## config.mk

```make
export PLATFORM = sky130hd
export DESIGN_NAME = prog_counter
export DESIGN_NICKNAME = d
export VERILOG_FILES = /design/src/rtl/ctr_pkg.sv /design/src/rtl/prog_counter.sv
export SDC_FILE = /design/constraint.sdc
export NUM_CORES = 1
export LEC_CHECK = 0
export ABC_AREA = 1
export CAP_MARGIN = 20
export CORE_MARGIN = 2
export CORE_UTILIZATION = 44
export CTS_CLUSTER_DIAMETER = 50
export DETAILED_ROUTE_END_ITERATION = 10
export PLACE_DENSITY = 0.72
export SETUP_SLACK_MARGIN = 0.2
export SLEW_MARGIN = 0
export SYNTH_ARGS = -nofsm -noshare
export SYNTH_HDL_FRONTEND = slang
export SYNTH_SLANG_ARGS = --single-unit
```

## constraint.sdc

```tcl
create_clock -name clk -period 3.34 [get_ports clk]
set_input_delay 1.002 -clock clk [delete_from_list [all_inputs] [get_ports clk]]
set_output_delay 1.002 -clock clk [all_outputs]
set_load 0.01 [all_outputs]
```

## src/rtl/ctr_pkg.sv

```systemverilog
// Shared definitions for the programmable counter: overflow-mode encodings
// and the one-shot run-state type.
package ctr_pkg;

   localparam logic [1:0] MODE_WRAP    = 2'b00;
   localparam logic [1:0] MODE_SAT     = 2'b01;
   localparam logic [1:0] MODE_ONESHOT = 2'b10;
   // 2'b11 is reserved and decodes as wrap.

   typedef enum logic [1:0] {
      OS_IDLE = 2'd0,
      OS_RUN  = 2'd1,
      OS_DONE = 2'd2
   } os_state_t;

endpackage

```

## src/rtl/prog_counter.sv

```systemverilog
// Loadable up/down counter with a run-time terminal value and wrap,
// saturate and one-shot overflow modes. Outputs are all registered.
module prog_counter
   import ctr_pkg::*;
#(
   parameter int WIDTH     = 12,
   parameter int RESET_VAL = 0
) (
   input  logic             clk,
   input  logic             reset,
   input  logic             load,
   input  logic [WIDTH-1:0] load_val,
   input  logic             enable,
   input  logic             up_dn,
   input  logic [1:0]       mode,
   input  logic [WIDTH-1:0] limit,
   output logic [WIDTH-1:0] count,
   output logic             tc,
   output logic             busy,
   output logic             done
);

   localparam logic [WIDTH-1:0] RESET_COUNT = WIDTH'(RESET_VAL);

   logic [WIDTH-1:0] count_q, count_d;
   logic             tc_q, tc_d;
   logic             busy_q, busy_d;
   logic             done_q, done_d;
   os_state_t        state_q, state_d;

   logic             is_sat;
   logic             is_oneshot;
   logic             is_wrap;
   logic             step_ok;
   logic             at_term_now;
   logic             at_term_step;
   logic [WIDTH-1:0] step_val;

   // Up terminal is "at or beyond limit" so a load above limit behaves as
   // terminal; down terminal is zero.
   function automatic logic at_term(input logic [WIDTH-1:0] value,
                                    input logic [WIDTH-1:0] lim,
                                    input logic             up);
      return up ? (value >= lim) : (value == '0);
   endfunction

   // Next-state: reset is handled in the register block, then load, then step.
   always_comb begin
      count_d      = count_q;
      tc_d         = 1'b0;
      busy_d       = busy_q;
      done_d       = done_q;
      state_d      = state_q;

      is_sat       = (mode == MODE_SAT);
      is_oneshot   = (mode == MODE_ONESHOT);
      is_wrap      = !is_sat && !is_oneshot;
      at_term_now  = at_term(count_q, limit, up_dn);

      // At terminal only wrap moves; saturate and one-shot hold.
      step_val     = count_q;
      if (!at_term_now)
         step_val = up_dn ? (count_q + 1'b1) : (count_q - 1'b1);
      else if (is_wrap)
         step_val = up_dn ? '0 : limit;
      at_term_step = at_term(step_val, limit, up_dn);

      // In one-shot mode only a started run may count.
      step_ok      = enable && (!is_oneshot || (state_q == OS_RUN));

      // Outside one-shot the handshake is parked, so re-entering starts idle.
      if (!is_oneshot) begin
         state_d = OS_IDLE;
         busy_d  = 1'b0;
         done_d  = 1'b0;
      end

      if (load) begin
         count_d = load_val;
         if (is_oneshot) begin
            state_d = OS_RUN;
            busy_d  = 1'b1;
            done_d  = 1'b0;
         end
      end else if (step_ok) begin
         count_d = step_val;
         // A held terminal count is not a new arrival; wrap always re-arrives
         // (including limit=0 where 0 steps to 0).
         tc_d    = at_term_step && (is_wrap || !at_term_now);
         // A run loaded directly at terminal also completes on its first
         // enabled step, just without a tc pulse, so it cannot stall in RUN.
         if (is_oneshot && at_term_step) begin
            state_d = OS_DONE;
            busy_d  = 1'b0;
            done_d  = 1'b1;
         end
      end
   end

   // State registers with synchronous active-high reset.
   always_ff @(posedge clk) begin
      if (reset) begin
         count_q <= RESET_COUNT;
         tc_q    <= 1'b0;
         busy_q  <= 1'b0;
         done_q  <= 1'b0;
         state_q <= OS_IDLE;
      end else begin
         count_q <= count_d;
         tc_q    <= tc_d;
         busy_q  <= busy_d;
         done_q  <= done_d;
         state_q <= state_d;
      end
   end

   assign count = count_q;
   assign tc    = tc_q;
   assign busy  = busy_q;
   assign done  = done_q;

endmodule

```

==> qor.yml, run 1 <==
grt_use_total_pct: 32.48
io_buffers: 45
vias: 3528
yosys_warnings: 0
cts_buffer_depth: 2
syn-num-nets: 485
setup_slack_ns: -0.2856
ant_nets: 0
worstPathRequired_ns: 3.55
postCtsHoldBufs: 0
overflow: 0
synth_seq_cells: 17
drive_above_1_share_pct: 40.62
fin_nets: 617
synth_top_area_share_pct: 24.28
num_io_pins: 46
status: "finished with violations"
dp_cells: 580
synthArstFlopShare_pct: 0
area_growth_syn_to_layout_pct: 76.61
grt_max_degree: 14
maxSlewViolCount: 0
dieArea_um2: 6052
cts_buffers: 3
violations: "negative setup slack"
rsz0062_at_grt: "yes"
core_area_um2: 5172
critical_path_class: "in2reg"
critPathCaptureType: "register"
h-tree-depth: 1
grt_first_pass_wirelength_um: 15660
synth_flop_cell: "dfxtp_1"
setup_viol: 5
slew_headroom_pct: 58.87
cts_tree: "done"
critPathArrivalTime_ns: 3.83
hp-class: "reg2reg"
dr.pass1.iters: 9
totalPowerFinal_mw: 1.360
antenna_found_initial: 0
cpMostUsedCell: "nand2_1"
synth_top_area_cell: "nand2_1"
skew_ns: 0.005297
grt_pass1_vias: 3357
die_h_um: 77.80
rrSetupSlack_ns: 0.22
p_leak_nw: 2.036
rows: 26
cts.sinks: 17
cpMaxStageDelayCell: "ha_1"
drv_cap: 0
crit_path_start_kind: "input port"
synth_edf_count: 0
ys_top_cells_by_count: "nand2_1 (155), inv_1 (79), ha_1 (35), nor2_1 (23), nand3_1 (21)"
gp_congestion: 0.9361
initial_core_util_pct: 46.32
seq_area_frac_synth_pct: 14.20
finalCritPeriodShare_pct: 108.6
dp_hpwl_um: 6018
worst_pin_slew_ns: 0.6150
path_clk_slew_ns: 0.08
yosysMostFrequentCell: "nand2_1"
clk_latency_ns: 0.27
fp.dieW_um: 77.80
max_freq_mhz: 275.8
postLayoutCoreUtil_pct: 81.81
wl_um: 10790
postSynthAreaPerCell_um2: 5.732
viasPerCell: 5.700
period_minus_slack_ns: 3.626
peakVddDrop_mv: 0.2114
netlist_instances: 418
route.detailed.drc: 0
p_per_area_nw_per_um2: 321.5
crit_path_max_fanout: 5
fin_cells: 619
setup_tns_ns: -1.211
worstPathCellList: "buf_8 -> clkinvlp_4 -> ha_1 -> nand2_1 -> inv_1 -> a21oi_1 -> nand3_1 -> nand2_1 -> nand2_1 -> nand2_1 -> nand2_2 -> inv_2 -> ha_4 -> a21oi_4 -> o21ai_2 -> a21oi_2 -> nand3_2 -> o21ai_2 -> inv_2 -> nand2_4 -> nand2_2 -> a21oi_2"
yosys.cell_types.count: 25
synth_area_um2: 2396
hold_violations: 0
drt_iter0_drc: 538
num-fill-cells: 306
synthTopCellsByArea: "nand2_1 (24%), ha_1 (18%), dfxtp_1 (14%), inv_1 (12%), nand3_1 (4.4%)"
place_ws_ns: -1.030
wl_per_cell_um: 17.43
max_stage_delay_ns: 0.38
antenna_cells: 0
cts_root_buffer: "clkbuf_8"
cells by family (layout without fill, tap and decap cells):
| logic type | after synthesis | count (layout) | share of synthesized area, % |
|---|---|---|---|
| AO/OA/AOI/OAI | 48 | 48 | 11.23 |
| flip-flops | 17 | 17 | 14.20 |
| buffers and inverters | 89 | 219 | 14.62 |
| XOR/XNOR | 4 | 4 | 1.462 |
| AND/OR/NAND/NOR | 224 | 225 | 39.37 |
| adder cells (fa/ha/maj) | 36 | 36 | 19.11 |
what timing repair did:
item | in CTS | in global routing
setup buffers | 29 | 4
endpoints found under the setup margin | 8 | 6
pin swaps | 56 | 18
cloned | 2 | 0
gates resized for setup | 133 | 46
state kept, by name, indices dropped and copies added (netlist names):
register  flops
busy          1
count        12
done          1
state_q       2
tc            1
layout make-up:
cell class | instances | area, µm² | area share [%]
multi-input cells | 313 | 2311 | 54.61
flip-flops and latches | 17 | 340.3 | 8.043
clock buffers | 3 | 41.29 | 0.9758
clock inverters | 1 | 5.005 | 0.1183
repair inverters | 1 | 7.507 | 0.1774
well taps | 70 | 87.58 | 2.070
repair buffers | 134 | 1135 | 26.82
inverters | 80 | 304.0 | 7.185
metrics by stage:
stage / area [µm²] / hold slack (ns)
3_3_place_gp: 3308 / 0.4376
6_report: 4232 / 0.4541
5_1_grt: 4232 / 0.4830
4_1_cts: 4019 / 0.4539
3_5_place_dp: 3308 / 0.4424
2_1_floorplan: 2400 / 0.4282
power by group:
| group | total [mW] | switching [mW] | leakage, nW | internal, mW |
|---|---|---|---|---|
| clock | 0.176 | 0.0926 | 0.0255 | 0.0835 |
| combinational | 0.945 | 0.491 | 1.87 | 0.454 |
| sequential | 0.239 | 0.0234 | 0.140 | 0.216 |
placed cells by master, fill, tap and decap left out, drive strengths merged:
master	synthesis	layout
dlygate4sd2	0	8
nand3	21	21
buf	5	94
clkinv	0	1
dfxtp	17	17
nor3	4	4
nand3b	11	11
and3	1	1
nor2	23	23
fa	1	1
ha	35	35
clkdlybuf4s50	0	32
nand4	6	6
xor2	1	1
o22ai	11	11
clkbuf	4	3
xnor2	3	3
o21ai	7	7
a31oi	12	12
inv	80	79
a21oi	18	18
clkinvlp	0	2
nand2	158	159
worst max-delay path: cells and delay by family:
kind	cells	cell delay, ns
and+or+nand+nor	9	0.88
AOI/OAI and AO/OA	6	0.87
adders and majority gates	2	0.59
buffers and inverters	5	0.47
layer usage:
metal / track usage (%) / vias to the layer above / part of all wire [%]
met4: 15.00 / 0 / 5.6
met1: 39.10 / 1605 / 37
met3: 3.721 / 71 / 8.4
met2: 57.24 / 251 / 49
met5: 0 / - / 0
li1: - / 1601 / -
worst paths after layout:
kind,start,to,cells after the start
hold reg to reg,done,done,2
setup reg to reg,count[10],state_q[0],20
setup / recovery,up_dn,state_q[0],22
hold / removal,done,done,2
(Power assumes the default switching activity.)
==> run 2: changes to the inputs <==
Settings changed: GPL_ROUTABILITY_DRIVEN from default to 0.
==> results of run 2 <==
Final layout, timing and power as in run 1 (identical DEF).
